[src/rtl/prog_seq_pkg.sv]
// Shared types and constants for the Lab 6 program sequencer.
// The instruction word layout is [1:0] op, [4:2] X, [7:5] Y.
package prog_seq_pkg;

    localparam int OPW   = 2;
    localparam int REGW  = 3;
    localparam int WORDW = OPW + 2 * REGW;

    localparam logic [OPW-1:0] OP_MV  = 2'b00;
    localparam logic [OPW-1:0] OP_MVI = 2'b01;
    localparam logic [OPW-1:0] OP_ADD = 2'b10;
    localparam logic [OPW-1:0] OP_SUB = 2'b11;

    typedef enum logic [2:0] {
        S_IDLE,
        S_LOAD,
        S_ISSUE,
        S_WAIT,
        S_HALT,
        S_FAULT
    } state_t;

    function automatic logic [OPW-1:0] op_of(input logic [WORDW-1:0] word);
        return word[OPW-1:0];
    endfunction

endpackage

[src/rtl/prog_sequencer_rise_detect.sv]
// One-flop synchronous rising-edge detector: rise is high in the cycle
// where d is 1 and was 0 in the previous cycle.
module rise_detect (
    input  logic CLK_1HZ,
    input  logic resetn,
    input  logic d,
    output logic rise
);

    logic d_q;

    always_ff @(posedge CLK_1HZ) begin
        if (!resetn) begin
            d_q <= 1'b0;
        end else begin
            d_q <= d;
        end
    end

    assign rise = d & ~d_q;

endmodule

[src/rtl/prog_sequencer.sv]
// Program sequencer feeding the Lab 6 processor over a run/done handshake.
// Optional watchdog on WAIT is enabled by defining PROG_SEQ_WATCHDOG_EN.
module prog_sequencer
    import prog_seq_pkg::*;
#(
    parameter int DEPTH   = 16,
    parameter int AW      = 4,
    parameter int TIMEOUT = 8
) (
    input  logic             CLK_1HZ,
    input  logic             resetn,
    input  logic             load_en,
    input  logic             load_we,
    input  logic [WORDW-1:0] load_data,
    input  logic             start,
    input  logic             done,
    output logic [WORDW-1:0] ir_out,
    output logic [WORDW-1:0] din_out,
    output logic             run,
    output logic [AW-1:0]    pc,
    output logic [AW:0]      prog_len,
    output logic             busy,
    output logic             halted,
    output logic             full,
    output logic             fault,
    output state_t           state_dbg
);

    // Handshake: the processor sees run high for exactly one cycle with
    // ir_out/din_out already valid; it answers with a rising edge on done,
    // which is only honoured once the sequencer has moved to WAIT.

    if (DEPTH != (1 << AW) || TIMEOUT < 1) begin : g_bad_params
        $error("prog_sequencer: DEPTH must equal 2**AW and TIMEOUT must be positive");
    end

    logic load_we_rise;
    logic start_rise;
    logic done_rise;

    rise_detect u_we_edge (
        .CLK_1HZ (CLK_1HZ),
        .resetn  (resetn),
        .d       (load_we),
        .rise    (load_we_rise)
    );

    rise_detect u_start_edge (
        .CLK_1HZ (CLK_1HZ),
        .resetn  (resetn),
        .d       (start),
        .rise    (start_rise)
    );

    rise_detect u_done_edge (
        .CLK_1HZ (CLK_1HZ),
        .resetn  (resetn),
        .d       (done),
        .rise    (done_rise)
    );

    logic [WORDW-1:0] mem [DEPTH];
    state_t           state;
    logic [AW:0]      pc_q;
    logic [AW:0]      step_pc;
    logic [AW:0]      issue_addr;
    logic [AW:0]      next_addr;
    logic [WORDW-1:0] issue_ir;
    logic [WORDW-1:0] issue_din;
    logic             mem_write;

    assign pc        = pc_q[AW-1:0];
    assign state_dbg = state;
    assign mem_write = (state == S_LOAD) && load_we_rise && !full;
    assign step_pc   = pc_q + ((op_of(ir_out) == OP_MVI) ? (AW+1)'(2) : (AW+1)'(1));

    // Memory is deliberately not cleared; prog_len=0 hides stale words.
    always_ff @(posedge CLK_1HZ) begin
        if (mem_write) begin
            mem[prog_len[AW-1:0]] <= load_data;
        end
    end

    // Word issued next: address 0 on a fresh start, the stepped pc from WAIT.
    always_comb begin
        issue_addr = (state == S_WAIT) ? step_pc : '0;
        next_addr  = issue_addr + (AW+1)'(1);
        issue_ir   = mem[issue_addr[AW-1:0]];
        issue_din  = '0;
        if (op_of(issue_ir) == OP_MVI && next_addr < prog_len) begin
            issue_din = mem[next_addr[AW-1:0]];
        end
    end

`ifdef PROG_SEQ_WATCHDOG_EN
    localparam int WDW = $clog2(TIMEOUT + 1);
    logic [WDW-1:0] wd_cnt;
    logic           fault_q;
    assign fault = fault_q;
`else
    assign fault = 1'b0;
`endif

    always_ff @(posedge CLK_1HZ) begin
        if (!resetn) begin
            state    <= S_IDLE;
            ir_out   <= '0;
            din_out  <= '0;
            run      <= 1'b0;
            pc_q     <= '0;
            prog_len <= '0;
            busy     <= 1'b0;
            halted   <= 1'b0;
            full     <= 1'b0;
`ifdef PROG_SEQ_WATCHDOG_EN
            wd_cnt   <= '0;
            fault_q  <= 1'b0;
`endif
        end else begin
            run <= 1'b0;

            if (mem_write) begin
                prog_len <= prog_len + (AW+1)'(1);
                full     <= (prog_len + (AW+1)'(1)) == (AW+1)'(DEPTH);
            end

            case (state)
                S_IDLE: begin
                    if (load_en) begin
                        state <= S_LOAD;
                    end else if (start_rise && prog_len != '0) begin
                        pc_q    <= '0;
                        state   <= S_ISSUE;
                        run     <= 1'b1;
                        busy    <= 1'b1;
                        ir_out  <= issue_ir;
                        din_out <= issue_din;
                    end
                end

                S_LOAD: begin
                    if (!load_en) begin
                        state <= S_IDLE;
                    end
                end

                S_ISSUE: begin
                    state <= S_WAIT;
`ifdef PROG_SEQ_WATCHDOG_EN
                    wd_cnt <= '0;
`endif
                end

                S_WAIT: begin
                    if (done_rise) begin
                        pc_q <= step_pc;
                        if (step_pc >= prog_len) begin
                            state  <= S_HALT;
                            busy   <= 1'b0;
                            halted <= 1'b1;
                        end else begin
                            state   <= S_ISSUE;
                            run     <= 1'b1;
                            ir_out  <= issue_ir;
                            din_out <= issue_din;
                        end
                    end
`ifdef PROG_SEQ_WATCHDOG_EN
                    else if (wd_cnt == WDW'(TIMEOUT - 1)) begin
                        state   <= S_FAULT;
                        busy    <= 1'b0;
                        fault_q <= 1'b1;
                    end else begin
                        wd_cnt <= wd_cnt + WDW'(1);
                    end
`endif
                end

                S_HALT: begin
                    if (start_rise) begin
                        state  <= S_IDLE;
                        halted <= 1'b0;
                    end
                end

`ifdef PROG_SEQ_WATCHDOG_EN
                S_FAULT: begin
                    state <= S_FAULT;
                end
`endif

                default: begin
                    state <= S_IDLE;
                end
            endcase
        end
    end

endmodule

[config.mk]
export PLATFORM = sky130hd
export DESIGN_NAME = prog_sequencer
export DESIGN_NICKNAME = d
export VERILOG_FILES = /design/src/rtl/prog_seq_pkg.sv /design/src/rtl/prog_sequencer_rise_detect.sv /design/src/rtl/prog_sequencer.sv
export SDC_FILE = /design/constraint.sdc
export NUM_CORES = 1
export LEC_CHECK = 0
export CAP_MARGIN = 20
export CORE_ASPECT_RATIO = 1.1
export CORE_UTILIZATION = 25
export CTS_CLUSTER_DIAMETER = 150
export DETAILED_ROUTE_END_ITERATION = 10
export PLACE_DENSITY = 0.46
export SLEW_MARGIN = 20
export SYNTH_ARGS = -nofsm -noshare
export SYNTH_HDL_FRONTEND = slang
export SYNTH_SLANG_ARGS = --single-unit
[constraint.sdc]
create_clock -name CLK_1HZ -period 5.7 [get_ports CLK_1HZ]
set_input_delay 1.14 -clock CLK_1HZ [delete_from_list [all_inputs] [get_ports CLK_1HZ]]
set_output_delay 1.14 -clock CLK_1HZ [all_outputs]
set_load 0.02 [all_outputs]
Word level (Yosys, flattened, before mapping)
Memories as Yosys holds them, arrays and structs flattened.
Cells that the tools add are included.
W data, S select, Z words.
{ "word_totals": {"reg_bits": 36, "ram_bits": 128, "in_bits": 14, "output_inout_bits": 33, "n_memories": 1} }
{ "memory_table": {"columns": ["name", "words", "width", "rd", "rd_ports_with_merged_regs", "wr", "line_no", "rtl"], "rows": [
  ["mem", 16, 8, 2, 0, 1, "prog_sequencer.sv:62", "logic [WORDW-1:0] mem [DEPTH];"]
]} }
{ "op_classes": {"n_addsub": 3, "magnitude_cmp": 2, "eq_ne": 15, "mux": 40, "bitwise": 6, "n_reduce_logical": 14} }
{ "ops": {"columns": ["operator", "count"], "rows": [
  ["$mux W8", 9],
  ["$pmux W8 S2", 2],
  ["$mux W5", 4],
  ["$mux W3", 6],
  ["$pmux W3 S5", 1],
  ["$mux W1", 13],
  ["$ne A2 B2 Y1 const B", 6],
  ["$reduce_and A4 Y1", 3],
  ["$add A5 B1 Y5 const B", 2],
  ["$pmux W5 S2", 1],
  ["$reduce_and A5 Y1", 2],
  ["$eq A3 B2 Y1 const B", 2],
  ["$pmux W1 S2", 3],
  ["$add A5 B2 Y5", 1],
  ["$eq A5 B5 Y1 const B", 1],
  ["$ge A5 B5 Y1", 1],
  ["$lt A5 B5 Y1", 1],
  ["$reduce_bool A5 Y1", 1],
  ["$eq A2 B1 Y1 const B", 2],
  ["$logic_and A1 B1 Y1", 4],
  ["$reduce_bool A2 Y1", 2],
  ["$and A1 B1 Y1", 3],
  ["$eq A3 B1 Y1 const B", 1],
  ["$eq A3 B3 Y1 const B", 1],
  ["6 further kinds", 8]
]} }

Logic depth before layout (Yosys ltp)
Gate-level depths: netlist of run 1.
{ "depth": {"ltp_word": 11, "depth_mapped": 18} }

By module
Synthesis of run 1 repeated with hierarchy kept, for this count alone.
{ "unflattened": {"hier_cells": 609, "hier_area_um2": 8101.5} }
{ "modules_own_cells": {"columns": ["mod", "instances", "cells_each", "area_each_um2", "seq_area_each_um2"], "rows": [
  ["prog_sequencer", 1, 600, 7981.4, 4504.3],
  ["rise_detect", 3, 3, 40.0, 20.0]
]} }

Worst setup path after synthesis of run 1
No wires, ideal clock.
{ "synth_timing": {"path_type": "register to register", "start": "reg ir_out[1]", "end": "reg din_out[0]", "arrival_time_ns": 4.043, "path_slack_ns": 1.570, "path_stages_with_launch": 19, "path_buffers": 4, "cell_sequence": "dfxtp_1 > nand2b_1 > ha_1 > fa_1 > clkbuf_1 > nand2_1 > inv_1 > clkbuf_1 > buf_1 > ha_1 > o21ai_2 > nand2_2 > buf_1 > ha_1 > nand2_1 > o21ai_0 > a21oi_1 > nand3_4 > o31ai_1"} }
{ "synth_between": {"elab_chain_cells": 11, "word_cells_on_any_way": 18, "cone_classes": "add/sub (2); order compare (2); eq/ne (3); mux (8); reduce/logical (2); memory (1)"} }
{ "synth_lines": {"columns": ["element", "line_no", "rtl"], "rows": [
  ["start, declared", "prog_sequencer.sv:17", "output logic [WORDW-1:0] ir_out,"],
  ["start signal, assigned", "prog_sequencer.sv:136", "ir_out <= issue_ir;"],
  ["start signal, assigned", "prog_sequencer.sv:164", "ir_out <= issue_ir;"],
  ["$eq A2 B1 Y1 (*)", "prog_sequencer.sv:75", "assign step_pc = pc_q + ((op_of(ir_out) == OP_MVI) ? (AW+1)'(2) : (AW+1)'(1));"],
  ["$mux W2 (*)", "prog_sequencer.sv:75", null],
  ["$add A5 B2 Y5 (*)", "prog_sequencer.sv:75", null],
  ["$mux W5 (*)", "prog_sequencer.sv:86", "issue_addr = (state == S_WAIT) ? step_pc : '0;"],
  ["via issue_addr[1]", "prog_sequencer.sv:66", "logic [AW:0] issue_addr;"],
  ["$add A5 B1 Y5 or $mem_v2 Z16 W8 (tied branches)", null, null],
  ["$lt A5 B5 Y1 or $eq A2 B1 Y1 (tied branches)", "prog_sequencer.sv:90", "if (op_of(issue_ir) == OP_MVI && next_addr < prog_len) begin"],
  ["$logic_and A1 B1 Y1", "prog_sequencer.sv:90", null],
  ["$mux W8 (*)", "prog_sequencer.sv:90", null],
  ["$mux W8, on equally long branches", "prog_sequencer.sv:157, prog_sequencer.sv:131", null],
  ["$mux W8, on equally long branches", "prog_sequencer.sv:155, prog_sequencer.sv:129", null],
  ["$pmux W8 S2 (*)", "prog_sequencer.sv:127", "case (state)"],
  ["end signal, assigned", "prog_sequencer.sv:137", "din_out <= issue_din;"],
  ["end signal, assigned", "prog_sequencer.sv:165", "din_out <= issue_din;"],
  ["end, declared", "prog_sequencer.sv:18", "output logic [WORDW-1:0] din_out,"]
]} }
The timed path passes the listed nets; every way through them passes the cells marked *. The select of a mux whose other input is x is not followed.
A chain may end at the register's enable or synchronous reset.

Worst setup path in the final report of run 1
{ "layout_timing": {"start": "reg ir_out[1]", "end": "reg din_out[2]"} }
{ "layout_between": {"elab_chain_cells": 11, "word_cells_on_any_way": 18, "cone_classes": "add/sub (2); order compare (2); eq/ne (3); mux (8); reduce/logical (2); memory (1)"} }
{ "layout_lines": {"columns": ["element", "line_no"], "rows": [
  ["$eq A2 B1 Y1 (*)", "prog_sequencer.sv:75"],
  ["$mux W2 (*)", "prog_sequencer.sv:75"],
  ["$add A5 B2 Y5 (*)", "prog_sequencer.sv:75"],
  ["$mux W5", "prog_sequencer.sv:86"],
  ["$add A5 B1 Y5 or $mem_v2 Z16 W8 (tied branches)", null],
  ["$lt A5 B5 Y1 or $eq A2 B1 Y1 (tied branches)", "prog_sequencer.sv:90"],
  ["$logic_and A1 B1 Y1", "prog_sequencer.sv:90"],
  ["$mux W8", "prog_sequencer.sv:90"],
  ["$mux W8, on equally long branches", "prog_sequencer.sv:157, prog_sequencer.sv:131"],
  ["$mux W8, on equally long branches", "prog_sequencer.sv:155, prog_sequencer.sv:129"],
  ["$pmux W8 S2", "prog_sequencer.sv:127"]
]} }
Every way passes the cells marked *; elsewhere a longest branch is shown, timed or not. The select of a mux whose other input is x is not followed.

==> impl_metrics.toml, run 1 <==
[timing]
fin_worst_skew_ns = 0.0148
fin_tns_setup_ns = 0
setup_ws_ns = 1.24
finalMaxSlewViolations = 0
tightest_slew_ns = 1.08
rsz0062_at_grt = "no"
setup_violations = 0
fmax_ghz = 0.224
fin_crit_sh_pct = 78.2
slew_headroom_pct = 28.2
min_period_ns = 4.46
hold_violations = 0

[hold_path]
min_from = "ir_out[6]"
min_to = "ir_out[6]"
holdCritPathClass = "flop to flop"
min_path_cells = 2

[logic_synthesis]
yosys_warnings = 0
seq_area_frac_synth_pct = 54.4
synth_top_cell_by_area = "edfxtp_1"
syn_area_per_cell_um2 = 10.8
synth_cells = 777
synth_fp_nets = 809
yosysTopAreaCellShare_pct = 45.8
synth_edf_count = 128
ys_async_sr_fraction_pct = 0
yosys-top-cells-area = "edfxtp_1, dfxtp_1, nand3_1"
synth-seq-cells = 164
synth_cell_types = 65
synthFlopType = "edfxtp_1"
netlist_area_um2 = 8400

[placed_design]
place_congestion = 0.885
post-place-ws_ns = 1.40
dpl.hpwl_mm = 19.3
numPortBuffers = 45

[floorplan]
die_w_um = 177
rows = 70
start_util_pct = 25.3
die_y_um = 194
core_area_um2 = 33200
ios = 47
die_area_um2 = 34300

[job]
drv_cap = 0

[clocking]
cts-hold-fix-buffers = 0
postCtsSetupBuffers = 0
cts_tree = "done"
cts_made_buffers = 17
cts.path.max_buffers = 2
cts_sinks = 164
postCtsResizedCells = 0
clk_latency_ns = 0.44
clkTransAtPathRegs_ns = 0.07
root_buffer = "clkbuf_16"
h-tree-depth = 4

[setup_path]
worstPathCellList = "nand2b_1, ha_1, fa_1, nand2_1, inv_1, ha_1, or3_4, nand2_2, ha_1, nand2_1, o21ai_0, a21oi_1, nand3_4, o31ai_1"
reg2regPathDepth = 14
reg2reg_from = "ir_out[1]"
slowest_delay_ns = 0.49
worst_setup_path_start_kind = "flop"
crit_arrival_ns = 4.81
reg2reg_slack_ns = 1.24
crit_top_cell = "ha_1"
crit_required_ns = 6.05
path_class = "flop to flop"
crit_path_max_fanout = 16
reg2reg_to = "din_out[2]"
critPathSlowestCell = "fa_1"
end_kind = "flop"

[power]
p_per_area_nw_per_um2 = 258
swShare_pct = 24.1
peakVddDrop_mv = 0.208
power_frac_seq_pct = 50.5
pwr-share-clk_pct = 46.7
p_int_uw = 1950
p_sw_uw = 620
p_leak_uw = 0.00335
finalPower_uw = 2570
combPwrFrac_pct = 2.8

[detailed_routing]
wl_mm = 29.4
route.antenna.remaining_nets = 0
firstDrtPassIters = 5
wire_per_inst_um = 23.5
vias = 6633
initialDrtViolationCount = 749
drcViolationCount = 0
vias_per_cell = 5.30

[layout]
multiInputGateArea_um2 = 3490
nFillCells = 3388
layout-drive-gt1-share_pct = 10.5
fin_util_pct = 30.0
seqCellArea_um2 = 4560
nets = 839
final_common_cell = "edfxtp_1"
area.growth.synth_to_final_pct = 18.5
final_cell_mix = "edfxtp_1, nand2_1, nand3_1, clkdlybuf4s50_1, dfxtp_1"
n_antenna_cell = 0

[global_routing]
grt_max_degree = 60
grt.overflow.total = 0
grt_pass1_vias = 6343
grt_pass1_wl_mm = 43.1
grtUsageTotal_pct = 17.3
antenna_found_initial = 0

[run_status]
status = "finished clean"
[state kept, by name, indices dropped and copies added, names as in the netlist]
register and flops:
u_start_edge.d_q 1, run 1, full 1, pc_q 5
din_out 8, halted 1, u_done_edge.d_q 1, state_dbg 3
ir_out 8, busy 1, mem 128, u_we_edge.d_q 1
prog_len 5
[power by group through the flow]
| stage | clock (uW) | sequential (uW) | combinational [uW] |
|---|---|---|---|
| 2_1_floorplan | 0 | 1320 | 30.0 |
| 3_3_place_gp | 0 | 1320 | 73.4 |
| 3_5_place_dp | 0 | 1320 | 72.9 |
| 4_1_cts | 1210 | 1300 | 73.1 |
| 5_1_grt | 1260 | 1300 | 78.5 |
| 6_report | 1200 | 1300 | 72.5 |
[critical path, delay by kind of cell (launching register included)]
family | cells | cell delay [ns]
buffers and inverters | 1 | 0.12
AOI/OAI and AO/OA | 3 | 0.75
and+or+nand+nor | 6 | 1.70
DFF | 1 | 0.33
adders and majority gates | 4 | 1.46
[cells by family after synthesis]
kind of cell,synth area share (%)
buffers and inverters,4.20
adder cells (fa/ha/maj),2.77
multiplexers,5.60
other,0.0447
flip-flops,54.4
XOR/XNOR,0.924
AO/OA/AOI/OAI,14.0
AND/OR/NAND/NOR,18.1
[synth_stat cells, types with 9 or more instances]
master,number
edfxtp_1,128
nand2_1,107
nand3_1,96
dfxtp_1,36
mux2i_1,32
clkbuf_1,31
a211oi_1,30
a21oi_1,27
and3_1,22
nor2_1,22
o21ai_0,18
ha_1,17
o22ai_1,17
a311oi_1,16
inv_1,15
nor2b_1,13
buf_2,11
buf_1,10
o221ai_1,10
and2_1,9
[final cells by class]
type	instances	share of cell area, %
Clock buffer	17	4.28
Inverter	16	0.616
Clock inverter	15	1.89
Sequential cell	164	45.9
Tap cell	432	5.43
Timing Repair Buffer	73	6.80
Multi-Input combinational cell	535	35.1
[stage by stage]
step / area, um^2 / instances / hold slack, ns
final: 9950 / 1252 / 0.469
after global routing: 9950 / 1252 / 0.502
after CTS: 9950 / 1252 / 0.472
after detailed placement: 9340 / 1220 / 0.463
after global placement: 9330 / 1219 / 0.461
after floorplan: 8400 / 777 / 0.513
[worst max-delay path by stage]
stage / start / to / slack (ns)
after floorplan: ir_out[1] / din_out[0] / 1.57
after global placement: ir_out[1] / din_out[5] / 1.11
after detailed placement: ir_out[1] / din_out[3] / 1.40
after CTS: ir_out[1] / din_out[2] / 1.34
after global routing: ir_out[1] / din_out[1] / 1.02
final: ir_out[1] / din_out[2] / 1.24
[per-layer routing]
layer	global-route usage (%)	vias up	part of all wire, %
li1	-	3006	-
met1	23.1	3294	44
met2	28.3	292	48
met3	3.06	41	6.0
met4	5.11	0	2.3
met5	0	-	0
(Power assumes the default switching activity.)
==> run 2, diff against run 1 <==
- clock period: 5.7 -> 4.2 ns (I/O delays scaled with it)
==> run 2 against run 1 <==
Net effect: critical path depth stayed put; sequential power is 35% higher; core utilization is 0.30 points higher; power is 33% higher; clock power is 30% higher; via count is 1.3% lower; critical path type unchanged; critical endpoint unchanged.
==> impl_metrics.toml, run 2 (synthesized netlist as in run 1, its figures left out) <==
[run_status]
status = "finished clean"

[floorplan]
die_y_um = 194
die_w_um = 177
die_area_um2 = 34300
rows = 70
ios = 47
core_area_um2 = 33200
start_util_pct = 25.3

[timing]
slew_headroom_pct = 45.1
fin_hold_ws_ns = 0.495
setup_violations = 0
hold_violations = 0
fmax_ghz = 0.267
finalMaxSlewViolations = 0
fin_crit_sh_pct = 89.2
fin_worst_skew_ns = 0.0135
tightest_slew_ns = 0.822
rsz0062_at_grt = "no"
fin_tns_setup_ns = 0
min_period_ns = 3.75
setup_ws_ns = 0.452

[layout]
layout-drive-gt1-share_pct = 12.2
final_cell_mix = "edfxtp_1, nand2_1, nand3_1, clkdlybuf4s50_1, buf_4"
n_antenna_cell = 0
nets = 855
largest_reg_flops = 128
final_common_cell = "edfxtp_1"
fin_cells = 1268
nFillCells = 3359
area.growth.synth_to_final_pct = 19.7

[hold_path]
min_to = "din_out[7]"
min_path_cells = 2
holdCritPathClass = "flop to flop"
min_from = "din_out[7]"

[setup_path]
crit_arrival_ns = 4.07
reg2reg_to = "din_out[2]"
reg2reg_from = "ir_out[1]"
reg2regPathDepth = 14
crit_start = "ir_out[1]"
end_kind = "flop"
crit_required_ns = 4.53
path_class = "flop to flop"
worst_setup_path_start_kind = "flop"
crit_path_max_fanout = 27
reg2reg_slack_ns = 0.45

[detailed_routing]
drcViolationCount = 0
wire_per_inst_um = 22.6
vias_per_cell = 5.16
firstDrtPassIters = 5
initialDrtViolationCount = 464
vias = 6548
wl_mm = 28.7
route.antenna.remaining_nets = 0
dr_wl_met3_mm = 1.39
highest-signal-layer = "met4"
met1_length_mm = 12.8
route.met2.wl_mm = 13.7

[power]
p_int_uw = 2580
p_per_area_nw_per_um2 = 340
pwr-share-clk_pct = 45.6
finalPower_uw = 3420
p_leak_uw = 0.00342
combPwrFrac_pct = 2.9
power_frac_seq_pct = 51.5
p_sw_uw = 834
swShare_pct = 24.4
peakVddDrop_mv = 0.277

[clocking]
cts_sinks = 164
clkTransAtPathRegs_ns = 0.08
clk_latency_ns = 0.44
cts_tree = "done"
root_buffer = "clkbuf_16"
cts_made_buffers = 17
h-tree-depth = 4
postCtsSetupBuffers = 0
postCtsResizedCells = 0
cts-hold-fix-buffers = 0
cts.path.max_buffers = 2

[placed_design]
place_congestion = 0.876
dpl.hpwl_mm = 19.4
numPortBuffers = 45
dp_cells = 1236
post-place-ws_ns = 0.452

[global_routing]
grtUsageTotal_pct = 17.1
grt.overflow.total = 0
grt_pass1_vias = 6491
grt_pass1_wl_mm = 42.8
antenna_found_initial = 0
grt_max_degree = 47

[job]
drv_cap = 0
run 2: changes by cell type in the layout (fill, tap and decap cells not counted), sizes merged:
| cell | change |
|---|---|
| buf | +16 |
| clkinvlp | +2 |
| clkinv | -2 |
| bufinv | -1 |
| inv | +1 |
run 2: how the worst max path moves through the flow:
stage | endpoint | cells past startpoint | slack (ns)
6_report | din_out[2] | 14 | 0.45
5_1_grt | din_out[2] | 14 | 0.24
4_1_cts | din_out[2] | 14 | 0.44
3_5_place_dp | din_out[2] | 14 | 0.45
3_3_place_gp | din_out[2] | 14 | 0.45
2_1_floorplan | din_out[0] | 18 | 0.07
run 2: layer usage:
metal / up-vias / GRT usage [%]
met4: 0 / 6.42
met5: - / 0
met1: 3254 / 22.7
li1: 3038 / -
met2: 217 / 27.8
met3: 39 / 2.67
run 2: final cells by class:
class | instances | area [um^2] | area share [%]
Clock buffer | 17 | 425 | 4.23
Clock inverter | 15 | 159 | 1.58
Inverter | 16 | 61.3 | 0.610
Multi-Input combinational cell | 535 | 3490 | 34.8
Sequential cell | 164 | 4560 | 45.4
Tap cell | 432 | 541 | 5.38
Timing Repair Buffer | 89 | 806 | 8.02
run 2: per-stage QoR:
step	cell area (um^2)	util, %
finish	10000	30.3
global route	10000	30.3
CTS	10000	30.3
detailed placement	9470	28.5
global placement	9470	28.5
floorplan	8400	-
run 2: critical path, cell delays in order, from the launching register on:
cell	delay [ns]
dfxtp_1	0.32
nand2b_1	0.17
ha_1	0.23
fa_1	0.49
nand2_1	0.10
inv_1	0.06
ha_1	0.20
or3_4	0.49
nand2_2	0.31
buf_12	0.24
buf_12	0.21
mux2i_1	0.20
a211oi_1	0.10
a311oi_1	0.40
o31ai_1	0.10
run 2: power groups by stage:
stage / registers [uW] / clock network, uW / logic, uW
3_5_place_dp: 1800 / 0 / 100
3_3_place_gp: 1800 / 0 / 101
4_1_cts: 1760 / 1590 / 101
2_1_floorplan: 1800 / 0 / 40.7
5_1_grt: 1760 / 1640 / 107
6_report: 1760 / 1560 / 100
==> run 3, diff against run 2 <==
- ABC_CLOCK_PERIOD_IN_PS: unset -> 4200
==> results of run 3 <==
No change in the layout: final DEF, timing and power equal those of run 2.
